==> config.mk <==
export PLATFORM = sky130hd
export DESIGN_NAME = i2c_bus_arbiter_flat
export DESIGN_NICKNAME = d
export VERILOG_FILES = /design/src/rtl/i2c_bus_arbiter_if.sv /design/src/rtl/i2c_bus_arbiter.sv /design/src/flat_wrapper.sv
export SDC_FILE = /design/constraint.sdc
export NUM_CORES = 1
export LEC_CHECK = 0
export ABC_CLOCK_PERIOD_IN_PS = 2840
export BUFFER_PORTS_ARGS = -buffer_cell sky130_fd_sc_hd__buf_2
export CORE_UTILIZATION = 46
export DETAILED_ROUTE_END_ITERATION = 7
export PLACE_DENSITY = 0.82
export SETUP_SLACK_MARGIN = 0.4
export SYNTH_ARGS = -nofsm -noshare
export SYNTH_HDL_FRONTEND = slang
export SYNTH_SLANG_ARGS = --single-unit
==> constraint.sdc <==
create_clock -name clk -period 2.84 [get_ports clk]
set_clock_uncertainty 0.1 [all_clocks]
set_input_delay 0.568 -clock clk [delete_from_list [all_inputs] [get_ports clk]]
set_output_delay 0.568 -clock clk [all_outputs]
set_load 0.01 [all_outputs]
==> src/rtl/i2c_bus_arbiter_if.sv <==
// ---------------------------------------------------------------------------
// i2c_bus_arbiter_if
//
// Bundles every signal of the requester-side and master-side buses of the
// I2C bus arbiter so a single port carries them.
//
// Requester side (NUM_REQ requesters, packed per requester):
//   req        level request per requester
//   req_addr   7-bit slave address, requester i at [7i+6:7i]
//   req_data   32-bit write payload, requester i at [32i+31:32i]
//   req_rw     1 = read, 0 = write
//   gnt        one-hot owner, high from grant through completion
//   done       one-cycle completion pulse to the owner
//   err        one-cycle pulse with done when the transaction timed out
//   rdata      byte captured from the master at completion
//
// Master side (drives one i2c_master_controller):
//   m_enable, m_addr, m_data, m_rw   outputs towards the master
//   m_ready, m_data_out              inputs from the master
//
// Debug:
//   dbg_state  current arbiter FSM state
//
// Modports:
//   master  the arbiter itself
//   slave   the environment (requesters plus the I2C master)
// ---------------------------------------------------------------------------
interface i2c_bus_arbiter_if #(
    parameter int NUM_REQ = 4
);
    logic [NUM_REQ-1:0]    req;
    logic [7*NUM_REQ-1:0]  req_addr;
    logic [32*NUM_REQ-1:0] req_data;
    logic [NUM_REQ-1:0]    req_rw;
    logic [NUM_REQ-1:0]    gnt;
    logic [NUM_REQ-1:0]    done;
    logic                  err;
    logic [7:0]            rdata;

    logic                  m_enable;
    logic [6:0]            m_addr;
    logic [31:0]           m_data;
    logic                  m_rw;
    logic                  m_ready;
    logic [7:0]            m_data_out;

    logic [1:0]            dbg_state;

    modport master (
        input  req, req_addr, req_data, req_rw, m_ready, m_data_out,
        output gnt, done, err, rdata, m_enable, m_addr, m_data, m_rw,
               dbg_state
    );

    modport slave (
        output req, req_addr, req_data, req_rw, m_ready, m_data_out,
        input  gnt, done, err, rdata, m_enable, m_addr, m_data, m_rw,
               dbg_state
    );
endinterface

==> src/rtl/i2c_bus_arbiter.sv <==
// ---------------------------------------------------------------------------
// i2c_bus_arbiter
//
// Round-robin arbiter and transaction sequencer sharing one I2C master among
// NUM_REQ requesters. The winner's command is latched onto the master inputs,
// the master's ready is tracked through one full transaction, and the owner
// receives a one-cycle done pulse (with err when the watchdog fired).
//
// Parameters:
//   NUM_REQ   number of requesters (2..8)
//   TIMEOUT   max clk cycles spent in ISSUE or in BUSY before abort
//
// Ports:
//   clk     system clock (same clock as the I2C master)
//   rst_n   synchronous active-low reset
//   bus     i2c_bus_arbiter_if.master (requester and master-side signals)
//
// Handshake: a requester raises req with a stable payload and holds both
// until its done pulse; the payload is sampled only on the grant edge.
// Towards the master, enable is held from grant until ready falls (the
// master has accepted), then dropped so the master finishes with a STOP;
// ready rising again marks completion. Every output is a register.
// ---------------------------------------------------------------------------
module i2c_bus_arbiter #(
    parameter int NUM_REQ = 4,
    parameter int TIMEOUT = 4096
) (
    input  logic              clk,
    input  logic              rst_n,
    i2c_bus_arbiter_if.master bus
);

    localparam int PTR_W  = (NUM_REQ > 1) ? $clog2(NUM_REQ) : 1;
    localparam int WDOG_W = $clog2(TIMEOUT + 1);

    localparam logic [1:0] ST_IDLE  = 2'd0;
    localparam logic [1:0] ST_ISSUE = 2'd1;
    localparam logic [1:0] ST_BUSY  = 2'd2;
    localparam logic [1:0] ST_DONE  = 2'd3;

    logic [1:0]         r_state;
    logic [PTR_W-1:0]   r_ptr;
    logic [PTR_W-1:0]   r_idx;
    logic [WDOG_W-1:0]  r_wdog;
    logic [NUM_REQ-1:0] r_gnt;
    logic [NUM_REQ-1:0] r_done;
    logic               r_err;
    logic [7:0]         r_rdata;
    logic               r_m_enable;
    logic [6:0]         r_m_addr;
    logic [31:0]        r_m_data;
    logic               r_m_rw;

    logic               w_found;
    logic [PTR_W-1:0]   w_sel;
    logic [PTR_W-1:0]   w_pos;
    logic [NUM_REQ-1:0] w_sel_onehot;
    logic [6:0]         w_sel_addr;
    logic [31:0]        w_sel_data;
    logic               w_sel_rw;
    logic [PTR_W-1:0]   w_ptr_next;
    logic [WDOG_W-1:0]  w_wdog_inc;
    logic               w_timeout;

    // Round-robin scan: first requester with req set, starting at r_ptr and
    // wrapping modulo NUM_REQ.
    always_comb begin
        w_found = 1'b0;
        w_sel   = '0;
        w_pos   = '0;
        for (int k = 0; k < NUM_REQ; k++) begin
            w_pos = PTR_W'((int'(r_ptr) + k) % NUM_REQ);
            if (!w_found && bus.req[w_pos]) begin
                w_found = 1'b1;
                w_sel   = w_pos;
            end
        end
    end

    // Payload of the selected requester, picked with constant slices.
    always_comb begin
        w_sel_addr = '0;
        w_sel_data = '0;
        w_sel_rw   = 1'b0;
        for (int i = 0; i < NUM_REQ; i++) begin
            if (w_sel == PTR_W'(i)) begin
                w_sel_addr = bus.req_addr[7*i +: 7];
                w_sel_data = bus.req_data[32*i +: 32];
                w_sel_rw   = bus.req_rw[i];
            end
        end
    end

    assign w_sel_onehot = NUM_REQ'(1) << w_sel;

    // Pointer moves just past the owner so a requester that keeps req high
    // waits behind every other pending requester.
    assign w_ptr_next = (r_idx == PTR_W'(NUM_REQ - 1)) ? '0 : r_idx + PTR_W'(1);

    // The watchdog fires on the edge where its count would reach TIMEOUT,
    // so done/err appear exactly TIMEOUT cycles after the phase started.
    assign w_wdog_inc = r_wdog + WDOG_W'(1);
    assign w_timeout  = (w_wdog_inc == WDOG_W'(TIMEOUT));

    always_ff @(posedge clk) begin
        if (!rst_n) begin
            r_state    <= ST_IDLE;
            r_ptr      <= '0;
            r_idx      <= '0;
            r_wdog     <= '0;
            r_gnt      <= '0;
            r_done     <= '0;
            r_err      <= 1'b0;
            r_rdata    <= 8'h00;
            r_m_enable <= 1'b0;
            r_m_addr   <= '0;
            r_m_data   <= '0;
            r_m_rw     <= 1'b0;
        end else begin
            // done/err are single-cycle: set on entry to DONE, cleared here.
            r_done <= '0;
            r_err  <= 1'b0;

            case (r_state)
                ST_IDLE: begin
                    // No grant while the master is still busy.
                    if (bus.m_ready && w_found) begin
                        r_idx      <= w_sel;
                        r_gnt      <= w_sel_onehot;
                        r_m_addr   <= w_sel_addr;
                        r_m_data   <= w_sel_data;
                        r_m_rw     <= w_sel_rw;
                        r_m_enable <= 1'b1;
                        r_wdog     <= '0;
                        r_state    <= ST_ISSUE;
                    end
                end

                ST_ISSUE: begin
                    if (!bus.m_ready) begin
                        // Master left its idle state: command accepted.
                        r_m_enable <= 1'b0;
                        r_wdog     <= '0;
                        r_state    <= ST_BUSY;
                    end else if (w_timeout) begin
                        r_m_enable <= 1'b0;
                        r_done     <= r_gnt;
                        r_err      <= 1'b1;
                        r_state    <= ST_DONE;
                    end else begin
                        r_wdog <= w_wdog_inc;
                    end
                end

                ST_BUSY: begin
                    if (bus.m_ready) begin
                        r_rdata <= bus.m_data_out;
                        r_done  <= r_gnt;
                        r_state <= ST_DONE;
                    end else if (w_timeout) begin
                        // Abort keeps the previous rdata.
                        r_m_enable <= 1'b0;
                        r_done     <= r_gnt;
                        r_err      <= 1'b1;
                        r_state    <= ST_DONE;
                    end else begin
                        r_wdog <= w_wdog_inc;
                    end
                end

                ST_DONE: begin
                    r_gnt   <= '0;
                    r_ptr   <= w_ptr_next;
                    r_wdog  <= '0;
                    r_state <= ST_IDLE;
                end

                default: begin
                    r_state <= ST_IDLE;
                end
            endcase
        end
    end

    assign bus.gnt       = r_gnt;
    assign bus.done      = r_done;
    assign bus.err       = r_err;
    assign bus.rdata     = r_rdata;
    assign bus.m_enable  = r_m_enable;
    assign bus.m_addr    = r_m_addr;
    assign bus.m_data    = r_m_data;
    assign bus.m_rw      = r_m_rw;
    assign bus.dbg_state = r_state;

endmodule

==> src/flat_wrapper.sv <==
// flat-port wrapper written by rule: the top's interface ports become plain ports
module i2c_bus_arbiter_flat 
#(
    parameter int NUM_REQ = 4,
    parameter int TIMEOUT = 4096
)
  (clk, rst_n, bus_req, bus_req_addr, bus_req_data, bus_req_rw, bus_m_ready, bus_m_data_out, bus_gnt, bus_done, bus_err, bus_rdata, bus_m_enable, bus_m_addr, bus_m_data, bus_m_rw, bus_dbg_state);
  i2c_bus_arbiter_if #(.NUM_REQ(NUM_REQ)) bus_i ();
  input  logic clk;
  input  logic rst_n;
  input wire logic [$bits(bus_i.req)-1:0] bus_req;
  input wire logic [$bits(bus_i.req_addr)-1:0] bus_req_addr;
  input wire logic [$bits(bus_i.req_data)-1:0] bus_req_data;
  input wire logic [$bits(bus_i.req_rw)-1:0] bus_req_rw;
  input wire logic [$bits(bus_i.m_ready)-1:0] bus_m_ready;
  input wire logic [$bits(bus_i.m_data_out)-1:0] bus_m_data_out;
  output wire logic [$bits(bus_i.gnt)-1:0] bus_gnt;
  output wire logic [$bits(bus_i.done)-1:0] bus_done;
  output wire logic [$bits(bus_i.err)-1:0] bus_err;
  output wire logic [$bits(bus_i.rdata)-1:0] bus_rdata;
  output wire logic [$bits(bus_i.m_enable)-1:0] bus_m_enable;
  output wire logic [$bits(bus_i.m_addr)-1:0] bus_m_addr;
  output wire logic [$bits(bus_i.m_data)-1:0] bus_m_data;
  output wire logic [$bits(bus_i.m_rw)-1:0] bus_m_rw;
  output wire logic [$bits(bus_i.dbg_state)-1:0] bus_dbg_state;
  assign bus_i.req = bus_req;
  assign bus_i.req_addr = bus_req_addr;
  assign bus_i.req_data = bus_req_data;
  assign bus_i.req_rw = bus_req_rw;
  assign bus_i.m_ready = bus_m_ready;
  assign bus_i.m_data_out = bus_m_data_out;
  assign bus_gnt = bus_i.gnt;
  assign bus_done = bus_i.done;
  assign bus_err = bus_i.err;
  assign bus_rdata = bus_i.rdata;
  assign bus_m_enable = bus_i.m_enable;
  assign bus_m_addr = bus_i.m_addr;
  assign bus_m_data = bus_i.m_data;
  assign bus_m_rw = bus_i.m_rw;
  assign bus_dbg_state = bus_i.dbg_state;
  i2c_bus_arbiter #(.NUM_REQ(NUM_REQ), .TIMEOUT(TIMEOUT)) u_core (.clk(clk), .rst_n(rst_n), .bus(bus_i));
endmodule
; Word-level counts from Yosys, hierarchy flattened
; Index checks and enable logic that the tools add are counted.
[op_classes]
n_addsub = 5
order_cmp = 4
eq_ne = 10
shifts = 1
n_mux = 54
reduce_logical = 16
[ops]
columns = cell, count
row1 = $mux 32, 4
row2 = $mux 13, 4
row3 = $pmux 13 s4, 1
row4 = $mux 7, 4
row5 = $mux 1, 19
row6 = $mux 2, 9
row7 = $mux 4, 4
row8 = $pmux 4 s2, 2
row9 = $add 13x1->13 const B, 1
row10 = $eq 13x13->1 const B, 1
row11 = $lt 2x3->1 const B, 4
row12 = $eq 2x2->1 const B, 5
row13 = $bmux 1 s2, 4
row14 = $pmux 2 s4, 1
row15 = $reduce_and 2->1, 4
row16 = $add 2x1->2 const B, 2
row17 = $add 2x2->2 const B, 2
row18 = $eq 2x1->1 const B, 2
row19 = $logic_and 1x1->1, 4
row20 = $logic_not 2->1, 2
row21 = $shl 1x2->4 const A, 1
row22 = $logic_not 1->1, 3
row23 = $pmux 1 s3, 1
row24 = $reduce_and 3->1, 1
row25 = 5 further kinds, 5
[word_totals]
ff_bits = 77
input_bits = 175
out_inout_bits = 60
wordCells = 102

; Longest topological paths before layout
; Gate-level depths: netlist of the first run.
[depth]
depth_word = 17
mapped_depth = 10
depth_no_buf = 8

; Worst setup path before layout of the first run
; Ideal clock, no wire load.
[synth_timing]
path_kind = reg-to-reg
startpoint = register u_core.r_wdog[0]
endpoint = register u_core.r_wdog[1]
setup_ns = 0.132
arrival_time_ns = 2.210
required_ns = 2.608
setup_slack_ns = 0.398
path_stages_with_launch = 11
path_buffers = 3
synth_period_minus_slack_ns = 2.442
cell_sequence = dfxtp_1 > ha_1 > and4_1 > buf_4 > nor3_1 > o211ai_4 > a2111oi_4 > buf_6 > clkbuf_8 > nand3b_1 > a21oi_1
[synth_via]
elab_chain_len = 5
elab_cells_between_ends = 6
cone_classes = 1 x add/sub / 1 x eq/ne / 4 x mux
[synth_lines]
columns = element, line_no
row1 = start: declaration, i2c_bus_arbiter.sv:44  ; logic [WDOG_W-1:0] r_wdog;
row2 = start signal: assignment, i2c_bus_arbiter.sv:151  ; r_wdog <= w_wdog_inc;
row3 = start signal: assignment, i2c_bus_arbiter.sv:167  ; r_wdog <= w_wdog_inc;
row4 = $add 13x1->13 *, i2c_bus_arbiter.sv:102  ; assign w_wdog_inc = r_wdog + WDOG_W'(1);
row5 = $eq 13x13->1, i2c_bus_arbiter.sv:103  ; assign w_timeout = (w_wdog_inc == WDOG_W'(TIMEOUT));
row6 = $mux 13 *, "i2c_bus_arbiter.sv:145, i2c_bus_arbiter.sv:160"
row7 = "$mux 13, on equally long branches", "i2c_bus_arbiter.sv:156, i2c_bus_arbiter.sv:140"
row8 = $pmux 13 s4 *, i2c_bus_arbiter.sv:124  ; case (r_state)
; Every way passes the cells marked *; elsewhere a longest branch is shown, timed or not. The select of a mux whose other input is x is not followed.
; A chain may end at the register's enable or synchronous reset.

; Worst setup path in the final report of the first run
[layout_timing]
startpoint = register u_core.r_wdog[0]
endpoint = register u_core.r_wdog[3]
; The elaborated chain is that of the path after synthesis.

==> results of run 1 <==
-- timing repair --
item / CTS / global route
pin swaps: 1 / 3
buffers inserted: 0 / 2
gates resized for setup: 11 / 16
setup endpoints to repair: 18 / 61
cloned: 0 / 3
-- power by group --
| group | internal (mW) | switching, mW | total, mW |
|---|---|---|---|
| clock | 0.490 | 0.424 | 0.914 |
| sequential | 1.17 | 0.0592 | 1.23 |
| combinational | 0.345 | 0.412 | 0.757 |
| total | 2.01 | 0.895 | 2.90 |
-- sequential cells by signal, summed over array words and instances (netlist names) --
name	flops
u_core.r_ptr	2
u_core.bus.dbg_state	2
u_core.bus.done	4
u_core.bus.m_rw	1
u_core.bus.gnt	4
u_core.bus.m_enable	1
u_core.r_idx	2
u_core.bus.rdata	8
u_core.bus.m_addr	7
u_core.r_wdog	13
u_core.bus.m_data	32
u_core.bus.err	1
-- metal layers --
metal | share of wire (%) | track usage [%] | wire [um]
met2 | 52 | 49.32 | 7557
met3 | 7.4 | 8.496 | 1072
met5 | 0.069 | 0 | 10
met1 | 38 | 29.29 | 5480
met4 | 3.0 | 12.82 | 435
-- critical path: cells and delay by family (launching register included) --
kind,cells,cell delay [ns]
flip-flops,1,0.38
AND/OR/NAND/NOR,3,0.92
buffers and inverters,2,0.33
AO/OA/AOI/OAI,3,0.51
adder cells (fa/ha/maj),1,0.18
-- through the flow --
stage                     instances  power (mW)
after global placement          849       1.960
after CTS                       865       2.900
after global routing            871       3.043
after detailed placement        849       1.992
after floorplan                 516       1.657
final                           871       2.901
-- synth_stat cells, drive strengths merged (2+ instances only) --
cell type | n | area, um2
a21o | 2 | 15.01
or3 | 3 | 21.27
nand4 | 5 | 31.28
nand2 | 110 | 412.9
a211oi | 3 | 22.52
dfxtp | 77 | 1541
nor3 | 6 | 30.03
a211o | 2 | 18.77
nor2 | 23 | 86.33
or4 | 9 | 67.56
and4 | 2 | 17.52
o31ai | 10 | 75.07
a21oi | 29 | 145.1
a32o | 41 | 410.4
nand3b | 5 | 37.54
inv | 9 | 33.78
nor4 | 5 | 31.28
o22ai | 2 | 12.51
buf | 14 | 75.07
ha | 8 | 100.1
a31oi | 2 | 12.51
mux2i | 82 | 820.8
clkbuf | 27 | 111.4
o211ai | 2 | 28.78
and2 | 3 | 18.77
xnor2 | 2 | 17.52
o21ai | 10 | 50.05
nand3 | 11 | 67.57
-- cell type report --
cell class	count	area, um2	share of cell area [%]
diodes	1	2.502	0.04112
clock buffers	9	123.9	2.035
clock inverters	7	90.09	1.480
inverters	10	37.54	0.6168
multi-input cells	389	2786	45.79
flip-flops and latches	77	1555	25.56
well taps	129	161.4	2.652
repair buffers	249	1329	21.83
-- cells by family after synthesis --
family | Yosys count | synth area share (%)
xor+xnor | 2 | 0.3948
buf+inv | 51 | 5.046
simple gates | 188 | 19.62
fa+ha+maj | 8 | 2.256
flops | 77 | 34.73
compound gates | 108 | 19.45
mux | 82 | 18.49
-- path summary, 6_finish.rpt --
| check | depth (start not counted) | start | to |
|---|---|---|---|
| max | 9 | u_core.r_wdog[0]$_SDFFE_PN0P_ | u_core.r_wdog[3]$_SDFFE_PN0P_ |
| min | 3 | bus_m_data_out[6] | u_core.bus.rdata[6]$_SDFFE_PN0P_ |
| max reg2reg | 9 | u_core.r_wdog[0]$_SDFFE_PN0P_ | u_core.r_wdog[3]$_SDFFE_PN0P_ |
| min reg2reg | 2 | u_core.bus.rdata[6]$_SDFFE_PN0P_ | u_core.bus.rdata[6]$_SDFFE_PN0P_ |
==> impl_metrics.py, run 1 <==
metrics = {
    "run_status": {
        "status": "finished clean",
    },
    "worst_setup_path": {
        "end_kind": "flip-flop",
        "worst_setup_path_start_kind": "flip-flop",
        "critPathKind": "flip-flop to flip-flop",
        "crit_arrival_ns": 2.68,
        "required_ns": 3.03,
        "r2r_slack_ns": 0.36,
        "crit_top_cell": "buf_4",
        "crit_chain": "ha_4, and4_4, buf_4, and3_2, o211ai_4, a2111oi_4, buf_4, or4_1, a21oi_1",
        "slowest_stage": "or4_1",
        "path_max_fanout": 7,
        "cp_slowest_stage_delay_ns": 0.50,
    },
    "timing": {
        "hold_violations": 0,
        "fin_ws_ns": 0.3567,
        "fmax_ghz": 0.4027,
        "whs_ns": 0.3442,
        "setup_violations": 0,
        "relSlewSlack_pct": 60.69,
        "min_period_ns": 2.483,
        "post-route-period-util_pct": 87.44,
        "finalSetupTns_ns": 0,
        "worstMarginPinSlew_ns": 0.5882,
        "slew_viol_final": 0,
        "grt_setup_unrepaired": "yes",
    },
    "floorplan": {
        "rows": 35,
        "core_um2": 9284,
        "die_x_um": 100.2,
        "die_h_um": 100.2,
        "start_util_pct": 47.80,
        "ios": 235,
        "dieArea_um2": 10050,
    },
    "layout": {
        "mostFrequentLayoutCells": "buf_2, nand2_1, mux2i_1",
        "syn_to_final_growth_pct": 37.13,
        "fin_area_um2": 6086,
        "fin_util_pct": 65.55,
        "layout_commonest_cell": "buf_2",
        "drive_gt1_share_pct": 40.22,
        "final_nets": 919,
        "nFillCells": 793,
    },
    "clock_tree": {
        "cts_tree": "done",
        "clockBufferDepth": 2,
        "hold_buffers": 0,
        "cts_num_sinks": 77,
        "cts_buffers": 9,
        "h-tree-depth": 3,
        "clkTransAtPathRegs_ns": 0.09,
        "clock_latency_ns": 0.36,
        "cts_root_buf": "clkbuf_8",
    },
    "drt": {
        "dr.pass1.iters": 5,
        "routed_via_density": 5.679,
        "drt-total-wl_um": 14560,
        "drc": 0,
        "wire_per_inst_um": 16.71,
        "vias": 4946,
        "first_iter_violations": 173,
        "ant_nets": 0,
    },
    "placed_design": {
        "place_area_um2": 5754,
        "io_buffer_count": 234,
        "pre_cts_ws_ns": 0.1121,
        "globalplace.congestion": 0.8818,
        "hpwl_um": 10400,
    },
    "logic_synthesis": {
        "syn_inst": 516,
        "yosysUniqueCellTypes": 48,
        "avgSynthCellArea_um2": 8.601,
        "synth.yosys.seq_area_share_pct": 34.73,
        "yosys_warnings": 0,
        "synth_edf_count": 0,
        "ys_async_sr_fraction_pct": 0,
        "netlist_area_um2": 4438,
        "synth.net_count": 699,
        "dominantRegCellSynth": "dfxtp_1",
        "ys_ff_latch": 77,
    },
    "worst_hold_path": {
        "hp-class": "primary input to flip-flop",
    },
    "power": {
        "irDropWorstVdd_mv": 0.3242,
        "p_leak_nw": 3.094,
        "powerDensity_nw_per_um2": 476.6,
    },
    "grt": {
        "antenna_found_initial": 2,
        "grt_pass1_wl_um": 22000,
        "grt_max_degree": 60,
        "grt_pass1_vias": 4759,
        "grt_remaining_overflow": 0,
        "track_usage_pct": 27.46,
    },
    "run": {
        "drv_cap": 0,
    },
}
(Power assumes the default switching activity.)
==> run 2, diff against run 1 <==
--- a/config.mk
+++ b/config.mk
@@ -5,11 +5,11 @@
 export SDC_FILE = /design/constraint.sdc
 export NUM_CORES = 1
 export LEC_CHECK = 0
-export ABC_CLOCK_PERIOD_IN_PS = 2840
+export ABC_CLOCK_PERIOD_IN_PS = 2900
 export BUFFER_PORTS_ARGS = -buffer_cell sky130_fd_sc_hd__buf_2
-export CORE_UTILIZATION = 46
+export CORE_UTILIZATION = 49
 export DETAILED_ROUTE_END_ITERATION = 7
-export PLACE_DENSITY = 0.82
+export PLACE_DENSITY = 0.86
 export SETUP_SLACK_MARGIN = 0.4
 export SYNTH_ARGS = -nofsm -noshare
 export SYNTH_HDL_FRONTEND = slang
==> constraint.sdc (replaced) <==
create_clock -name clk -period 2.9 [get_ports clk]
set_clock_uncertainty 0.1 [all_clocks]
set_input_delay 0.58 -clock clk [delete_from_list [all_inputs] [get_ports clk]]
set_output_delay 0.58 -clock clk [all_outputs]
set_load 0.01 [all_outputs]
==> run 2 against run 1 <==
Against the previous run: fmax up 2.1%; total power fell by 4.5%; largest power group unchanged; worst setup slack better by 0.11 ns; critical path type unchanged; largest cell class unchanged; worst hold slack better by 0.0085 ns; core utilization up 3.4 points; global-route usage is 1.7 points higher; critical endpoint is now u_core.r_wdog[11]$_SDFFE_PN0P_; sequential cell count is the same; via count grew 0.32%.
==> impl_metrics.py, run 2 (synthesized netlist as in run 1, its figures left out) <==
metrics = {
    "drt": {
        "drt-total-wl_um": 14200,
        "drc": 0,
        "dr.pass1.iters": 5,
        "wire_per_inst_um": 16.65,
        "routed_via_density": 5.817,
        "wl_met2_um": 7353,
        "ant_nets": 0,
        "first_iter_violations": 227,
        "wl_met1_um": 5123,
        "dr.max_layer_used": "met4",
        "met3_length_um": 1061,
        "vias": 4962,
    },
    "layout": {
        "drive_gt1_share_pct": 39.68,
        "syn_to_final_growth_pct": 36.06,
        "nFillCells": 715,
        "mostFrequentLayoutCells": "buf_2, nand2_1, mux2i_1",
        "fin_area_um2": 6038,
        "regArea_um2": 1553,
        "final_nets": 919,
        "multi_input_area_um2": 2770,
        "layout_commonest_cell": "buf_2",
        "largest_register_ffs": 32,
    },
    "floorplan": {
        "core_um2": 8763,
        "die_x_um": 97.17,
        "dieArea_um2": 9442,
        "start_util_pct": 50.64,
        "die_h_um": 97.17,
        "ios": 235,
        "rows": 34,
    },
    "clock_tree": {
        "clkTransAtPathRegs_ns": 0.08,
        "cts_num_sinks": 77,
        "clockBufferDepth": 2,
        "cts_root_buf": "clkbuf_8",
        "h-tree-depth": 3,
        "clock_latency_ns": 0.34,
        "cts_buffers": 9,
        "hold_buffers": 0,
        "cts_tree": "done",
    },
    "power": {
        "powerDensity_nw_per_um2": 458.6,
        "irDropWorstVdd_mv": 0.2899,
        "p_leak_nw": 3.081,
    },
    "timing": {
        "min_period_ns": 2.432,
        "grt_setup_unrepaired": "yes",
        "setup_violations": 0,
        "worstMarginPinSlew_ns": 0.5037,
        "post-route-period-util_pct": 83.86,
        "hold_violations": 0,
        "fmax_ghz": 0.4112,
        "slew_viol_final": 0,
        "relSlewSlack_pct": 66.42,
        "finalSetupTns_ns": 0,
    },
    "placed_design": {
        "globalplace.congestion": 0.8959,
        "io_buffer_count": 234,
        "place_area_um2": 5738,
        "hpwl_um": 10430,
    },
    "worst_setup_path": {
        "cp_slowest_stage_delay_ns": 0.44,
        "r2r_slack_ns": 0.47,
        "critPathTopFamily": "simple AND/OR/NAND/NOR gates",
        "r2r-start": "u_core.r_wdog[5]$_SDFFE_PN0P_",
        "end_kind": "flip-flop",
        "crit_chain": "nand4_1, buf_4, nor4_2, a311oi_4, buf_4, a211oi_1, and4b_1, nor3_1",
        "crit_arrival_ns": 2.60,
        "crit_top_cell": "buf_4",
        "worst_setup_path_start_kind": "flip-flop",
        "crit_buf_inv": 2,
        "critPathKind": "flip-flop to flip-flop",
        "slowest_stage": "dfxtp_2",
        "path_max_fanout": 10,
        "ff2ff_path_depth": 8,
        "regToRegEndpoint": "u_core.r_wdog[11]$_SDFFE_PN0P_",
        "required_ns": 3.07,
    },
    "grt": {
        "grt_max_degree": 66,
        "grt_pass1_vias": 4923,
        "track_usage_pct": 29.16,
        "grt_pass1_wl_um": 22510,
        "grt_remaining_overflow": 0,
        "antenna_found_initial": 3,
    },
    "worst_hold_path": {
        "hp-class": "flip-flop to flip-flop",
        "whs_endpoint": "u_core.bus.rdata[0]$_SDFFE_PN0P_",
        "min_from": "u_core.bus.rdata[0]$_SDFFE_PN0P_",
        "hold_depth": 2,
    },
    "run": {
        "drv_cap": 0,
    },
    "run_status": {
        "status": "finished clean",
    },
}
-- run 2: through the flow --
| step | hold slack (ns) | worst slack [ns] | power [mW] | std cells | util (%) |
|---|---|---|---|---|---|
| after CTS | 0.3551 | 0.4037 | 2.779 | 846 | 68.05 |
| final | 0.3527 | 0.4681 | 2.769 | 853 | 68.90 |
| after detailed placement | 0.3437 | 0.2500 | 1.952 | 830 | 65.48 |
| after floorplan | 0.3587 | 0.4579 | 1.623 | 516 | - |
| after global routing | 0.3645 | 0.3362 | 2.901 | 852 | 68.87 |
| after global placement | 0.3397 | 0.3330 | 1.916 | 830 | 65.48 |
-- run 2: layout make-up --
cell class	instances	area share, %
inverter	10	0.6216
multi-input combinational	388	45.88
clock buffer	11	2.341
sequential	77	25.71
clock inverter	5	0.9739
antenna	4	0.1658
tap	108	2.238
timing repair buffer	250	22.07
-- run 2: worst max path at each step --
stage	startpoint	end	slack, ns	cells past startpoint
floorplan	u_core.r_wdog[0]$_SDFFE_PN0P_	u_core.r_wdog[1]$_SDFFE_PN0P_	0.46	10
global placement	u_core.r_wdog[0]$_SDFFE_PN0P_	u_core.r_wdog[8]$_SDFFE_PN0P_	0.33	8
detailed placement	u_core.r_wdog[0]$_SDFFE_PN0P_	u_core.r_wdog[3]$_SDFFE_PN0P_	0.25	8
CTS	u_core.r_wdog[3]$_SDFFE_PN0P_	u_core.r_wdog[3]$_SDFFE_PN0P_	0.40	7
global route	u_core.r_wdog[5]$_SDFFE_PN0P_	u_core.r_wdog[11]$_SDFFE_PN0P_	0.34	8
finish	u_core.r_wdog[5]$_SDFFE_PN0P_	u_core.r_wdog[11]$_SDFFE_PN0P_	0.47	8
-- run 2: routing by layer --
| metal | vias up | GRT usage, % |
|---|---|---|
| met2 | 238 | 51.73 |
| li1 | 2343 | - |
| met3 | 55 | 8.273 |
| met1 | 2326 | 30.86 |
| met4 | 0 | 16.42 |
| met5 | - | 0 |
-- run 2: where the power goes --
group | internal [mW] | switching, mW | leakage (nW) | total [mW]
combinational | 0.335 | 0.399 | 2.35 | 0.735
sequential | 1.15 | 0.0553 | 0.632 | 1.20
clock | 0.423 | 0.409 | 0.0960 | 0.833
-- run 2: worst reg2reg max path: stages (launching register included) --
cell and delay [ns]:
dfxtp_2 0.44, nand4_1 0.22, buf_4 0.20, nor4_2 0.33, a311oi_4 0.10, buf_4 0.16, a211oi_1 0.42, and4b_1 0.26
nor3_1 0.12
-- run 2: repair_timing --
action | in CTS | in global routing
setup buffers | 0 | 2
gates resized for setup | 7 | 13
pin swaps | 1 | 2
gates cloned | 0 | 1
endpoints found under the setup margin | 17 | 17
==> run 3, diff against run 2 <==
--- a/config.mk
+++ b/config.mk
@@ -5,11 +5,11 @@
 export SDC_FILE = /design/constraint.sdc
 export NUM_CORES = 1
 export LEC_CHECK = 0
-export ABC_CLOCK_PERIOD_IN_PS = 2900
+export ABC_CLOCK_PERIOD_IN_PS = 2500
 export BUFFER_PORTS_ARGS = -buffer_cell sky130_fd_sc_hd__buf_2
-export CORE_UTILIZATION = 49
+export CORE_UTILIZATION = 46
 export DETAILED_ROUTE_END_ITERATION = 7
-export PLACE_DENSITY = 0.86
+export PLACE_DENSITY = 0.82
 export SETUP_SLACK_MARGIN = 0.4
 export SYNTH_ARGS = -nofsm -noshare
 export SYNTH_HDL_FRONTEND = slang
==> constraint.sdc (replaced) <==
create_clock -name clk -period 2.5 [get_ports clk]
set_clock_uncertainty 0.1 [all_clocks]
set_input_delay 0.5 -clock clk [delete_from_list [all_inputs] [get_ports clk]]
set_output_delay 0.5 -clock clk [all_outputs]
set_load 0.01 [all_outputs]
==> run 3 against run 2 <==
Against the previous run: routed wire length is 8.8% higher; final cell count rose by 6.1%; register-to-register slack worse by 0.26 ns; sequential power is 16% higher; worst setup slack lost 0.26 ns; total power up 19%; die area increased by 6.4%; via count grew 2.6%; core utilization is 0.71 points higher; first-iteration DRC count fell by 23%.
==> impl_metrics.py, run 3 (synthesized netlist as in run 1, its figures left out) <==
metrics = {
    "timing": {
        "grt_setup_unrepaired": "yes",
        "relSlewSlack_pct": 66.37,
        "min_period_ns": 2.292,
        "fin_ws_ns": 0.2080,
        "slew_viol_final": 0,
        "setup_violations": 0,
        "worstMarginPinSlew_ns": 0.5011,
        "post-route-period-util_pct": 91.68,
        "fmax_ghz": 0.4363,
        "finalSetupTns_ns": 0,
        "hold_violations": 0,
    },
    "layout": {
        "drive_gt1_share_pct": 44.32,
        "mostFrequentLayoutCells": "buf_2, nand2_1, mux2i_1",
        "largest_register_ffs": 32,
        "final_nets": 952,
        "fin_util_pct": 69.61,
        "syn_to_final_growth_pct": 45.62,
        "layout_commonest_cell": "buf_2",
        "fin_area_um2": 6462,
    },
    "worst_setup_path": {
        "crit_buf_inv": 2,
        "end_kind": "flip-flop",
        "worst_setup_path_start_kind": "flip-flop",
        "critPathKind": "flip-flop to flip-flop",
        "crit_arrival_ns": 2.48,
        "regToRegEndpoint": "u_core.r_wdog[10]$_SDFFE_PN0P_",
        "slowest_stage": "or4_1",
        "r2r-start": "u_core.r_wdog[0]$_SDFFE_PN0P_",
        "endpoint": "u_core.r_wdog[10]$_SDFFE_PN0P_",
        "required_ns": 2.69,
        "setup.worst_path.start": "u_core.r_wdog[0]$_SDFFE_PN0P_",
        "path_max_fanout": 6,
        "path_depth": 9,
        "crit_chain": "ha_4, and4_4, buf_6, and3_4, o211ai_4, a2111oi_4, buf_6, or4_1, a21oi_2",
        "cp_slowest_stage_delay_ns": 0.50,
        "r2r_slack_ns": 0.21,
        "critPathTopFamily": "simple AND/OR/NAND/NOR gates",
        "ff2ff_path_depth": 9,
        "crit_top_cell": "buf_6",
    },
    "floorplan": {
        "start_util_pct": 47.80,
        "dieArea_um2": 10050,
        "rows": 35,
        "core_um2": 9284,
        "die_x_um": 100.2,
        "die_h_um": 100.2,
        "ios": 235,
    },
    "placed_design": {
        "place_area_um2": 5963,
        "hpwl_um": 10620,
        "io_buffer_count": 234,
        "pre_cts_ws_ns": -0.06579,
        "globalplace.congestion": 0.8878,
    },
    "drt": {
        "vias": 5090,
        "first_iter_violations": 174,
        "drt-total-wl_um": 15450,
        "ant_nets": 0,
        "routed_via_density": 5.624,
        "drc": 0,
        "dr.pass1.iters": 5,
        "wire_per_inst_um": 17.07,
    },
    "power": {
        "p_leak_nw": 3.293,
        "irDropWorstVdd_mv": 0.3296,
        "powerDensity_nw_per_um2": 510.2,
    },
    "clock_tree": {
        "hold_buffers": 0,
        "h-tree-depth": 3,
        "clock_latency_ns": 0.36,
        "cts_root_buf": "clkbuf_8",
        "cts_num_sinks": 77,
        "clkTransAtPathRegs_ns": 0.09,
        "cts_buffers": 9,
        "clockBufferDepth": 2,
        "cts_tree": "done",
    },
    "grt": {
        "track_usage_pct": 30.00,
        "grt_pass1_vias": 5147,
        "gr-usage-met3_pct": 8.008,
        "busiest_layer": "met2",
        "grt_remaining_overflow": 0,
        "antenna_found_initial": 2,
        "grt_pass1_wl_um": 23920,
        "met1_usage_pct": 32.06,
        "grt.met2_usage_pct": 54.95,
        "grt_max_degree": 41,
    },
    "run_status": {
        "status": "finished clean",
    },
    "run": {
        "drv_cap": 0,
    },
    "worst_hold_path": {
        "hp-class": "primary input to flip-flop",
    },
}
==> run 3: cell types whose count changed in the layout (fill, tap and decap cells not counted), sizes merged <==
cell      delta
nor2         +3
buf         +30
clkinvlp     -1
inv          +1
diode        -2
clkbuf       -1
clkinv       +1
==> run 3: worst min path at each step <==
stage                                                  start                                 end  cells past startpoint
final                                      bus_m_data_out[0]    u_core.bus.rdata[0]$_SDFFE_PN0P_                      3
after CTS                                  bus_m_data_out[3]    u_core.bus.rdata[3]$_SDFFE_PN0P_                      3
after detailed placement  u_core.bus.m_data[28]$_SDFFE_PN0P_  u_core.bus.m_data[28]$_SDFFE_PN0P_                      1
after global routing                       bus_m_data_out[5]    u_core.bus.rdata[5]$_SDFFE_PN0P_                      3
after floorplan                 u_core.r_idx[1]$_SDFFE_PN0P_        u_core.r_idx[1]$_SDFFE_PN0P_                      2
after global placement      u_core.bus.rdata[0]$_SDFFE_PN0P_    u_core.bus.rdata[0]$_SDFFE_PN0P_                      2
==> run 3: stage by stage <==
step           power [mW]  cells  hold WS [ns]
2_1_floorplan       1.888    516        0.3587
6_report            3.297    905        0.2730
5_1_grt             3.454    904        0.2736
3_3_place_gp        2.253    866        0.3412
4_1_cts             3.276    894        0.2705
3_5_place_dp        2.288    866        0.3491
==> run 3: power breakdown <==
group	leakage (nW)	total (mW)	switching [mW]	internal, mW
logic	2.56	0.931	0.500	0.431
registers	0.635	1.39	0.0635	1.33
clock network	0.0974	0.978	0.508	0.470
total	3.29	3.30	1.07	2.23
==> run 3: what timing repair did <==
action / CTS / global route
gates resized for setup: 29 / 11
gates cloned: 4 / 2
hold endpoints to repair: 0 / 0
pin swaps: 18 / 5
endpoints found under the setup margin: 62 / 59
setup buffers: 8 / 7
==> run 3: layer usage <==
layer / up-vias / wire length, um
met5: - / 0
met4: 0 / 413
met3: 29 / 1090
met2: 212 / 8082
met1: 2429 / 5862
li1: 2420 / -
==> run 3: final cells by class <==
cell class | instances | area, um2
diodes | 2 | 5.005
clock buffers | 10 | 127.6
clock inverters | 6 | 70.07
fillers | 750 | 2821
inverters | 10 | 37.54
multi-input cells | 391 | 2889
flip-flops and latches | 77 | 1573
well taps | 129 | 161.4
repair buffers | 280 | 1599
==> run 3: worst register-to-register path, stage by stage (launching register included) <==
cell and delay [ns]:
dfxtp_4 0.37, ha_4 0.16, and4_4 0.16, buf_6 0.13
and3_4 0.17, o211ai_4 0.20, a2111oi_4 0.14, buf_6 0.16
or4_1 0.50, a21oi_2 0.14
